[src/rtl/fetch_unit.sv]
// Instruction-fetch stage: owns the PC, issues one request at a time to
// instruction memory, and presents the pc+4 / instruction pair to IF/ID.
module fetch_unit #(
    parameter logic [31:0] RESET_PC  = 32'h0000_0000,
    parameter logic [31:0] NOP_INSTR = 32'h0000_0013
) (
    input  logic        clk,
    input  logic        reset,
    output logic        imem_req,
    output logic [31:0] imem_addr,
    input  logic        imem_gnt,
    input  logic        imem_rvalid,
    input  logic [31:0] imem_rdata,
    input  logic        stall,
    input  logic        redirect,
    input  logic [31:0] redirect_pc,
    output logic [31:0] pc_out,
    output logic [31:0] pc_plus4_out,
    output logic [31:0] instr_out,
    output logic        instr_valid
);

    typedef enum logic [1:0] {
        S_REQ   = 2'd0,
        S_WAIT  = 2'd1,
        S_HOLD  = 2'd2,
        S_DRAIN = 2'd3
    } state_t;

    state_t      state_q, state_d;
    logic [31:0] pc_q, pc_d;
    logic [31:0] buf_q, buf_d;
    logic [31:0] pc_plus4_q, pc_plus4_d;
    logic [31:0] instr_q, instr_d;
    logic        valid_q, valid_d;

    logic        present;
    logic [31:0] present_instr;
    logic [31:0] pc_inc;

    assign pc_inc = pc_q + 32'd4;

    always_comb begin
        state_d       = state_q;
        pc_d          = pc_q;
        buf_d         = buf_q;
        present       = 1'b0;
        present_instr = imem_rdata;

        case (state_q)
            S_REQ: begin
                if (redirect) begin
                    pc_d = redirect_pc;
                end
                if (imem_gnt) begin
                    state_d = redirect ? S_DRAIN : S_WAIT;
                end
            end
            S_WAIT: begin
                if (imem_rvalid) begin
                    if (redirect) begin
                        pc_d    = redirect_pc;
                        state_d = S_REQ;
                    end else if (stall) begin
                        buf_d   = imem_rdata;
                        state_d = S_HOLD;
                    end else begin
                        present = 1'b1;
                        pc_d    = pc_inc;
                        state_d = S_REQ;
                    end
                end else if (redirect) begin
                    // The granted request is still outstanding; its data must be swallowed.
                    pc_d    = redirect_pc;
                    state_d = S_DRAIN;
                end
            end
            S_HOLD: begin
                if (redirect) begin
                    buf_d   = '0;
                    pc_d    = redirect_pc;
                    state_d = S_REQ;
                end else if (!stall) begin
                    present       = 1'b1;
                    present_instr = buf_q;
                    pc_d          = pc_inc;
                    state_d       = S_REQ;
                end
            end
            S_DRAIN: begin
                if (redirect) begin
                    pc_d = redirect_pc;
                end
                if (imem_rvalid) begin
                    state_d = S_REQ;
                end
            end
            default: begin
                state_d = S_REQ;
            end
        endcase
    end

    always_comb begin
        pc_plus4_d = pc_plus4_q;
        instr_d    = instr_q;
        valid_d    = valid_q;
        if (present) begin
            instr_d    = present_instr;
            pc_plus4_d = pc_inc;
            valid_d    = 1'b1;
        end else if (redirect || !stall) begin
            // Bubble; pc_plus4 keeps its last value.
            instr_d = NOP_INSTR;
            valid_d = 1'b0;
        end
    end

    always_ff @(posedge clk or posedge reset) begin
        if (reset) begin
            state_q    <= S_REQ;
            pc_q       <= RESET_PC;
            buf_q      <= '0;
            pc_plus4_q <= '0;
            instr_q    <= NOP_INSTR;
            valid_q    <= 1'b0;
        end else begin
            state_q    <= state_d;
            pc_q       <= pc_d;
            buf_q      <= buf_d;
            pc_plus4_q <= pc_plus4_d;
            instr_q    <= instr_d;
            valid_q    <= valid_d;
        end
    end

    assign imem_req     = (state_q == S_REQ);
    assign imem_addr    = pc_q;
    assign pc_out       = pc_q;
    assign pc_plus4_out = pc_plus4_q;
    assign instr_out    = instr_q;
    assign instr_valid  = valid_q;

endmodule

[config.mk]
export PLATFORM = sky130hd
export DESIGN_NAME = fetch_unit
export DESIGN_NICKNAME = d
export VERILOG_FILES = /design/src/rtl/fetch_unit.sv
export SDC_FILE = /design/constraint.sdc
export NUM_CORES = 1
export LEC_CHECK = 0
export CORE_MARGIN = 2
export CORE_UTILIZATION = 50
export CTS_BUF_LIST = sky130_fd_sc_hd__clkbuf_8 sky130_fd_sc_hd__clkbuf_16
export CTS_CLUSTER_DIAMETER = 60
export CTS_CLUSTER_SIZE = 14
export DETAILED_ROUTE_END_ITERATION = 7
export GPL_TIMING_DRIVEN = 0
export PLACE_DENSITY = 0.84
export SYNTH_ARGS = -nofsm -noshare
export SYNTH_HDL_FRONTEND = slang
export SYNTH_SLANG_ARGS = --single-unit
[constraint.sdc]
create_clock -name clk -period 15.6 [get_ports clk]
set_input_delay 4.68 -clock clk [delete_from_list [all_inputs] [get_ports clk]]
set_output_delay 4.68 -clock clk [all_outputs]
set_load 0.03 [all_outputs]
==> results of run 1 <==
==> final timing paths <==
kind                               endpoint  slack [ns]
max in group asynchronous  pc_plus4_out[12]       10.18
min                        pc_plus4_out[17]        0.48
max                            imem_addr[7]        8.89
min reg2reg                pc_plus4_out[17]        0.48
max reg2reg                    imem_addr[7]       12.78
min in group asynchronous         buf_q[17]        4.64
==> worst register-to-register path, cell delays in order (launching register included) <==
cell and delay, ns:
dfrtp_1 0.39, inv_1 0.10, ha_1 0.14, buf_2 0.19
mux2i_2 0.31, nor2_1 0.15, nor3_1 0.75, buf_2 0.39
o21ai_0 0.14, o311ai_0 0.12
==> cell families after synthesis <==
family	Yosys count	share of synthesized area
buffers and inverters	92	0.0739
multiplexers	39	0.0588
AND/OR/NAND/NOR	212	0.163
XOR/XNOR	29	0.0373
adder cells (fa/ha/maj)	5	0.00919
flip-flops	131	0.482
AO/OA/AOI/OAI	197	0.175
==> Yosys cell counts (3+ instances only) <==
| cell type | number |
|---|---|
| a31oi_1 | 28 |
| inv_1 | 8 |
| a22o_1 | 12 |
| clkbuf_1 | 32 |
| nand2_1 | 115 |
| o22a_1 | 3 |
| buf_4 | 36 |
| o311ai_1 | 6 |
| a221o_1 | 4 |
| xor2_1 | 18 |
| o21ai_0 | 92 |
| dfstp_2 | 3 |
| nor3_2 | 3 |
| nor3_1 | 5 |
| nor4_4 | 4 |
| mux2i_1 | 33 |
| buf_2 | 12 |
| and2_1 | 3 |
| ha_1 | 5 |
| or3_1 | 3 |
| nor2_1 | 20 |
| nor2b_1 | 22 |
| and3_1 | 5 |
| o22ai_1 | 3 |
| a22oi_1 | 5 |
| nand3_1 | 9 |
| xnor2_1 | 11 |
| a21oi_1 | 16 |
| dfrtp_1 | 128 |
| nand4_1 | 5 |
| o311ai_0 | 4 |
| o21ai_1 | 13 |
| mux2_2 | 5 |
| nor3b_1 | 3 |
==> metrics by stage <==
stage	util	setup slack (ns)	total power (uW)
2_1_floorplan	-	7.43	1160
4_1_cts	0.724	8.97	1910
6_report	0.724	8.89	1910
3_5_place_dp	0.683	8.57	1540
5_1_grt	0.724	8.69	2010
3_3_place_gp	0.680	5.53	1520
==> placed cells by master (no fill, tap or decap), types with 4 or more instances in the layout <==
cell type,Yosys,layout
mux2i_1,33,33
a22oi_1,5,5
mux2_2,5,5
clkbuf_8,0,6
o311ai_0,4,4
o21ai_0,92,92
nor2b_1,22,22
nor4_4,4,4
inv_1,8,10
a221o_1,4,4
ha_1,5,5
a31oi_1,28,28
nand4_1,5,5
dfrtp_1,128,128
nand3_1,9,9
a21oi_1,16,16
clkdlybuf4s50_1,0,198
nor3_1,5,5
xnor2_1,11,11
clkbuf_1,32,32
a22o_1,12,12
xor2_1,18,18
nand2_1,115,115
buf_4,36,36
o311ai_1,6,6
clkbuf_16,0,17
and3_1,5,5
o21ai_1,13,13
nor2_1,20,20
buf_2,12,12
==> per-layer routing <==
metal	share of wire	up-vias	global-route usage
li1	-	2915	-
met3	0.071	41	0.0660
met5	0	-	0
met4	0.031	0	0.114
met2	0.48	246	0.447
met1	0.42	3057	0.374
==> flip-flops by register name, summed over array words and instances (netlist names) <==
signal        cells
instr_valid       1
instr_out        32
state_q           2
pc_plus4_out     32
imem_addr        32
buf_q            32
==> power by group <==
part | switching (uW) | internal (uW) | total (uW)
logic | 539 | 410 | 949
registers | 131 | 465 | 596
clock network | 140 | 224 | 364
total | 810 | 1100 | 1910
==> final cells by class <==
type	instances	area [um^2]	area share
Clock buffer	23	508	0.0530
Buffer	82	465	0.0486
Timing Repair Buffer	199	2010	0.210
Clock inverter	7	33.8	0.00353
Multi-Input combinational cell	482	3020	0.315
Sequential cell	131	3280	0.343
Inverter	10	42.5	0.00444
Tap cell	176	220	0.0230
==> results.md, run 1 <==
- Largest net degree at the start of global routing: 90
- Final max-slew violation count: 0
- GP Congestion: about 0.88
- Slew @ Worst Pin: 0.955 ns
- GRT Total Usage: 0.282
- Power per cell area: 199 nW/um^2
- Drt initial violations: 603
- CORE AREA: roughly 13000 um^2
- Die area: ~15000 um^2
- FILL cells: ~1000
- Initial Util: 0.514
- Slew headroom: 0.358
- Leakage: approximately 0.004 uW
- Largest stage delay, worst path: between 0.7 and 0.8 ns
- Layout cells sized above 1: 0.113
- Cts hold-fix bufs: 0
- Via count: between 6000 and 7000
- Cell area after synthesis: between 6000 and 7000 um^2
- Crit path arrival time: about 7.0 ns
- Avg WL per Cell: between 15 and 20 um
- Syn_nets: ~800
- Wirelength, routed: ~20000 um
- Final hold vios: 0
- Critical Path Fanout Max: 10
- Hold Path Origin: pc_plus4_out[17]
- Min cycle time layout: 6.71 ns
- Clock latency on the worst-skew pair: between 0.4 and 0.5 ns
- H-tree depth: 4
- Final TNS setup: 0 ns
- P&R area growth vs syn: 40.8%
- DRC: 0
- Initial antenna violation count: 0
- Status: complete, no violations
- Final ANT Viol Nets: 0
- Gate Count Post-Synth: 705
- Worst hold path depth: 2
- Die width: around 120 um
- WP buf/inv: 2
- Detailed Place HPWL: around 14000 um
- Sink Count: approximately 130
- Total gr overflow: 0
- Post-route clock period utilization: 0.430
- Inserted Diodes: 0
- Crit path kind: in2reg
- Max_cap viols: 0
- Placed insts: 1080
- Worst Hold Margin: 0.480 ns
- Placement-stage cell area: approximately 9000 um^2
- Cts bufs inserted: 17
- CP Depth: 7
- Critical path capture point type: flop
- Final setup viols: 0
- Fmax: about 150 MHz
- Ports: 200
- Rows: 42
- Post-synthesis sequential area ratio: 0.482
- Vias in the first global route: 6090
- Design area: 9580 um^2
- Die height: 121 um
- Synth unique cells: between 50 and 60
- Worst setup SP type: primary input
- Clock-pin slew on the worst setup and hold paths: 0.06 ns
- Warnings, synthesis: 0
- Main synth FF type: dfrtp_1
- Avg Cell Area, Syn: roughly 9.7 um^2
- First-pass GRT wire length: around 32000 um
- Router iterations before antenna repair: 5
- Share of the synthesized area in the top cell type: 0.471
- Number of synthesized flops with an enable pin: 0
- Area contributors post-synth: dfrtp_1 (47%), o21ai_0 (6.8%), nand2_1 (6.3%)
- VDD IR max: around 0.14 mV
- CP max stage cell: nor3_1
- Post_cts resized: 0
- Setup Buffers After CTS: 0
- CTS Buffer Depth: 2
- Worst hold-check path type: reg2reg
- TritonCTS clock tree: yes
- RSZ-0062 raised after global routing: no
- Crit path from: imem_rvalid
- Reg-to-reg critical path startpoint: state_q[1]
- Worst r2r path cells: 9
- Async SR Flop Fraction: 1.00
- Nets: between 900 and 1000
- IO Port Bufs: 198
- Yosys top cell by area: dfrtp_1
- Final std cells w/o fill: 1110
- Worst EP required: about 16 ns
- Clk root buf: clkbuf_16
- Crit path max-delay family: simple AND/OR/NAND/NOR gates
- Cell-by-cell trace of the critical path: clkdlybuf4s50_1 -> mux2i_2 -> nor2_1 -> nor3_1 -> buf_2 -> o21ai_0 -> o311ai_0
- Clock Skews: 0.00528 ns
- DR vias/cell: about 5.6
- Seq cells post-synth: between 100 and 150
(Power assumes the default switching activity.)
==> run 2: changes to the inputs <==
--- a/config.mk
+++ b/config.mk
@@ -6,13 +6,13 @@
 export NUM_CORES = 1
 export LEC_CHECK = 0
 export CORE_MARGIN = 2
-export CORE_UTILIZATION = 50
+export CORE_UTILIZATION = 48
 export CTS_BUF_LIST = sky130_fd_sc_hd__clkbuf_8 sky130_fd_sc_hd__clkbuf_16
 export CTS_CLUSTER_DIAMETER = 60
 export CTS_CLUSTER_SIZE = 14
 export DETAILED_ROUTE_END_ITERATION = 7
 export GPL_TIMING_DRIVEN = 0
-export PLACE_DENSITY = 0.84
+export PLACE_DENSITY = 0.81
 export SYNTH_ARGS = -nofsm -noshare
 export SYNTH_HDL_FRONTEND = slang
 export SYNTH_SLANG_ARGS = --single-unit
==> constraint.sdc (replaced) <==
create_clock -name clk -period 6.6 [get_ports clk]
set_input_delay 1.98 -clock clk [delete_from_list [all_inputs] [get_ports clk]]
set_output_delay 1.98 -clock clk [all_outputs]
set_load 0.03 [all_outputs]
==> results.md, run 2 (synthesized netlist as in run 1, its figures left out) <==
- Status: complete, no violations
- Sink Count: between 100 and 150
- WP buf/inv: 2
- H-tree depth: 4
- Initial Util: 0.490
- CTS Buffer Depth: 2
- Final max-slew violation count: 0
- Cts hold-fix bufs: 0
- Worst hold-check path type: reg2reg
- Crit path max-delay family: simple AND/OR/NAND/NOR gates
- TritonCTS clock tree: yes
- Drt initial violations: around 440
- DRC: 0
- CORE AREA: around 14000 um^2
- Final std cells w/o fill: 1116
- Layout cells sized above 1: 0.116
- Detailed Place HPWL: about 14000 um
- Logic pwr share: 0.484
- Crit path kind: in2reg
- Share of total power in the clock network: 0.213
- Cell-by-cell trace of the critical path: clkdlybuf4s50_1 -> mux2i_2 -> nor2_1 -> nor3_1 -> buf_2 -> o21ai_0 -> o311ai_0
- Vias in the first global route: 6069
- Min cycle time layout: about 4.1 ns
- Commonest cells after routing, fill and taps aside: clkdlybuf4s50_1 (198), dfrtp_1 (128), nand2_1 (115), o21ai_0 (92), buf_4 (36)
- Largest stage delay, worst path: approximately 0.8 ns
- Worst EP required: around 6.9 ns
- Via count: 6235
- Cts bufs inserted: 17
- CP max stage cell: nor3_1
- Router iterations before antenna repair: 5
- Slew headroom: 0.330
- Sw frac: 0.416
- Setup Buffers After CTS: 0
- Slew @ Worst Pin: 0.998 ns
- Most common cell after layout, fill and taps aside: clkdlybuf4s50_1
- Critical Path Fanout Max: 10
- Crit path arrival time: 4.36 ns
- Design internal power: ~2700 uW
- Post-route clock period utilization: 0.616
- Placed insts: ~1100
- Final hold vios: 0
- DR vias/cell: ~5.6
- First-pass GRT wire length: between 30000 and 40000 um
- Die height: between 100 and 150 um
- Rows: 43
- Power per cell area: about 480 nW/um^2
- Avg WL per Cell: about 18 um
- Final TNS setup: 0 ns
- Reg power frac: 0.303
- Clock Skews: about 0.009 ns
- Clock latency on the worst-skew pair: 0.42 ns
- Max_cap viols: 0
- Final core occ: 0.697
- Worst setup SP type: primary input
- Fmax: approximately 250 MHz
- Final ANT Viol Nets: 0
- Clk root buf: clkbuf_16
- Ports: 200
- Nets: around 1000
- VDD IR max: around 0.27 mV
- Initial antenna violation count: 0
- GRT Total Usage: 0.267
- Die width: ~120 um
- Largest net degree at the start of global routing: between 90 and 100
- Post_cts resized: 0
- GP Congestion: about 0.9
- Inserted Diodes: 0
- Wirelength, routed: between 15000 and 20000 um
- Clock-pin slew on the worst setup and hold paths: approximately 0.060 ns
- Critical path capture point type: flop
- P&R area growth vs syn: 42.1%
- Leakage: 0.00407 uW
- Total gr overflow: 0
- Final setup viols: 0
- Die area: about 15000 um^2
- RSZ-0062 raised after global routing: no
- IO Port Bufs: a little under 200
- Psw: 1920 uW
-- run 2: layout make-up --
type	instances	area (um^2)
Fill cell	1077	4210
Sequential cell	131	3280
Multi-Input combinational cell	482	3020
Timing Repair Buffer	199	2010
Clock buffer	22	494
Buffer	82	465
Tap cell	180	225
Clock inverter	10	130
Inverter	10	42.5
-- run 2: layer usage --
| layer | share of wire | GRT usage | vias up |
|---|---|---|---|
| met2 | 0.47 | 0.411 | 221 |
| met3 | 0.061 | 0.0613 | 50 |
| li1 | - | - | 2906 |
| met5 | 0 | 0 | - |
| met1 | 0.43 | 0.356 | 3058 |
| met4 | 0.040 | 0.131 | 0 |
-- run 2: power by group through the flow --
| stage | Clock (uW) | Sequential (uW) | Combinational [uW] |
|---|---|---|---|
| finish | 985 | 1410 | 2240 |
| global route | 1030 | 1450 | 2390 |
| CTS | 993 | 1400 | 2240 |
| detailed placement | 0 | 1410 | 2230 |
| global placement | 0 | 1400 | 2190 |
| floorplan | 0 | 1720 | 1020 |
-- run 2: stage by stage --
step | area [um^2] | power [uW] | hold WS (ns) | worst slack, ns
2_1_floorplan | 6810 | 2740 | 0.461 | 1.13
3_3_place_gp | 9010 | 3590 | 0.459 | -0.794
3_5_place_dp | 9040 | 3640 | 0.470 | 2.25
4_1_cts | 9670 | 4640 | 0.482 | 2.66
5_1_grt | 9670 | 4870 | 0.506 | 2.46
6_report | 9670 | 4630 | 0.473 | 2.53
-- run 2: worst paths after layout --
check	startpoint	end	slack [ns]	cells after the start
setup / recovery	imem_rvalid	imem_addr[10]	2.53	7
hold / removal	instr_out[6]	instr_out[6]	0.47	2
max in group asynchronous	reset	imem_addr[15]	3.90	3
hold reg to reg	instr_out[6]	instr_out[6]	0.47	2
min in group asynchronous	reset	instr_out[13]	1.93	2
setup reg to reg	state_q[1]	imem_addr[10]	3.75	9
-- run 2: worst min-delay path: stages, from the launching register on --
cell	delay, ns
dfrtp_1	0.34
nand2_1	0.04
o21ai_0	0.05
==> run 3: changes to the inputs <==
--- a/config.mk
+++ b/config.mk
@@ -6,13 +6,13 @@
 export NUM_CORES = 1
 export LEC_CHECK = 0
 export CORE_MARGIN = 2
-export CORE_UTILIZATION = 48
+export CORE_UTILIZATION = 43
 export CTS_BUF_LIST = sky130_fd_sc_hd__clkbuf_8 sky130_fd_sc_hd__clkbuf_16
 export CTS_CLUSTER_DIAMETER = 60
 export CTS_CLUSTER_SIZE = 14
 export DETAILED_ROUTE_END_ITERATION = 7
 export GPL_TIMING_DRIVEN = 0
-export PLACE_DENSITY = 0.81
+export PLACE_DENSITY = 0.77
 export SYNTH_ARGS = -nofsm -noshare
 export SYNTH_HDL_FRONTEND = slang
 export SYNTH_SLANG_ARGS = --single-unit
==> constraint.sdc (replaced) <==
create_clock -name clk -period 3.61 [get_ports clk]
set_input_delay 1.083 -clock clk [delete_from_list [all_inputs] [get_ports clk]]
set_output_delay 1.083 -clock clk [all_outputs]
set_load 0.03 [all_outputs]
==> results.md, run 3 (synthesized netlist as in run 1, its figures left out) <==
- Status: complete, no violations
- Avg WL per Cell: 17.6 um
- Rows: 45
- IO Port Bufs: ~200
- Post_cts resized: 0
- Router iterations before antenna repair: 5
- CORE AREA: between 15000 and 20000 um^2
- Commonest cells after routing, fill and taps aside: clkdlybuf4s50_1 (198), dfrtp_1 (128), nand2_1 (115), o21ai_0 (92), buf_4 (36)
- Die area: about 17000 um^2
- Final max-slew violation count: 0
- Vias in the first global route: slightly above 6000
- Worst hold-check path type: reg2reg
- Setup Buffers After CTS: 0
- Placement-stage cell area: a little over 9000 um^2
- Initial Util: 0.444
- Inserted Diodes: 0
- Design internal power: 5030 uW
- DRC: 0
- RSZ-0062 raised after global routing: no
- Fmax: 318 MHz
- Design area: slightly below 10000 um^2
- Most common cell after layout, fill and taps aside: clkdlybuf4s50_1
- Crit path kind: in2reg
- Cts hold-fix bufs: 0
- VDD IR max: about 0.53 mV
- Slew headroom: 0.363
- Power per cell area: 876 nW/um^2
- Clock Skews: between 0.007 and 0.008 ns
- Detailed Place HPWL: 14700 um
- Sink Count: 131
- GRT Total Usage: 0.245
- H-tree depth: 4
- Die height: ~130 um
- Final ANT Viol Nets: 0
- Final std cells w/o fill: 1148
- Final hold vios: 0
- Reg power frac: 0.301
- Placed insts: 1117
- Cts bufs inserted: 17
- Sw frac: 0.411
- Wirelength, routed: 20200 um
- Total gr overflow: 0
- Die width: 130 um
- Register area: 3280 um^2
- Clk root buf: clkbuf_16
- Share of total power in the clock network: 0.220
- Layout cells sized above 1: 0.118
- Critical Path Fanout Max: 10
- DR vias/cell: 5.43
- Leakage: ~0.0041 uW
- P&R area growth vs syn: 43.3%
- Drt initial violations: between 500 and 600
- Logic pwr share: 0.479
- TritonCTS clock tree: yes
- Critical path capture point type: flop
- Clock latency on the worst-skew pair: 0.42 ns
- CTS Buffer Depth: 2
- Multi-input gate area: about 3000 um^2
- Crit path arrival time: approximately 3.4 ns
- GP Congestion: a little under 0.9
- First-pass GRT wire length: 31900 um
- Slew @ Worst Pin: around 0.95 ns
- Worst setup SP type: primary input
- Initial antenna violation count: 0
- Largest net degree at the start of global routing: slightly above 40
- Final setup viols: 0
- Post-route clock period utilization: 0.871
- Min cycle time layout: about 3.1 ns
- Psw: 3520 uW
- Nets: 1000
- Worst EP required: slightly below 4 ns
- Clock-pin slew on the worst setup and hold paths: approximately 0.060 ns
- FILL cells: roughly 1300
- Via count: about 6200
- Max_cap viols: 0
- Ports: 200
-- run 3: changes by cell type in the layout (fill, tap and decap cells not counted), sizes merged --
cell	before	now
clkinvlp	3	2
clkbuf	54	51
inv	11	9
buf	51	53
clkinv	3	6
bufinv	3	5
-- run 3: layer usage --
| layer | up-vias | GRT usage | share of wire |
|---|---|---|---|
| met2 | 236 | 0.379 | 0.47 |
| met5 | - | 0 | 0 |
| li1 | 2915 | - | - |
| met1 | 3052 | 0.340 | 0.44 |
| met3 | 31 | 0.0521 | 0.068 |
| met4 | 0 | 0.0936 | 0.024 |
-- run 3: critical path, stage by stage --
cell             delay [ns]
clkdlybuf4s50_1        0.49
mux2i_2                0.28
nor2_1                 0.16
nor3_1                 0.75
buf_2                  0.39
o21ai_0                0.14
o311ai_0               0.12
-- run 3: power groups by stage --
stage          sequential (uW)  clock [uW]  combinational (uW)
2_1_floorplan             3150           0                1870
6_report                  2570        1880                4100
3_5_place_dp              2580           0                4090
5_1_grt                   2660        1970                4370
4_1_cts                   2570        1910                4110
3_3_place_gp              2550           0                4030
-- run 3: area by class of cell --
type | instances | share of cell area
Clock inverter | 12 | 0.0191
Sequential cell | 131 | 0.336
Inverter | 10 | 0.00423
Multi-Input combinational cell | 482 | 0.310
Tap cell | 211 | 0.0271
Timing Repair Buffer | 201 | 0.209
Clock buffer | 19 | 0.0464
Buffer | 82 | 0.0477
-- run 3: path summary, 6_finish.rpt --
kind	startpoint	endpoint	slack, ns	depth (start not counted)
max	imem_rvalid	imem_addr[10]	0.47	7
min	pc_plus4_out[27]	pc_plus4_out[27]	0.47	2
max reg2reg	state_q[1]	imem_addr[10]	0.77	9
min reg2reg	pc_plus4_out[27]	pc_plus4_out[27]	0.47	2
max in group asynchronous	reset	instr_out[0]	1.65	4
min in group asynchronous	reset	instr_out[16]	1.05	2
-- run 3: stage by stage --
step / hold slack (ns) / total power [uW] / util / setup TNS, ns / worst slack [ns]
after detailed placement: 0.466 / 6670 / 0.595 / 0 / 0.0728
after global placement: 0.460 / 6580 / 0.591 / -42.01 / -0.337
after global routing: 0.495 / 9010 / 0.637 / 0 / 0.261
after CTS: 0.481 / 8590 / 0.637 / 0 / 0.504
after floorplan: 0.461 / 5020 / - / 0 / 0.906
final: 0.475 / 8550 / 0.637 / 0 / 0.466
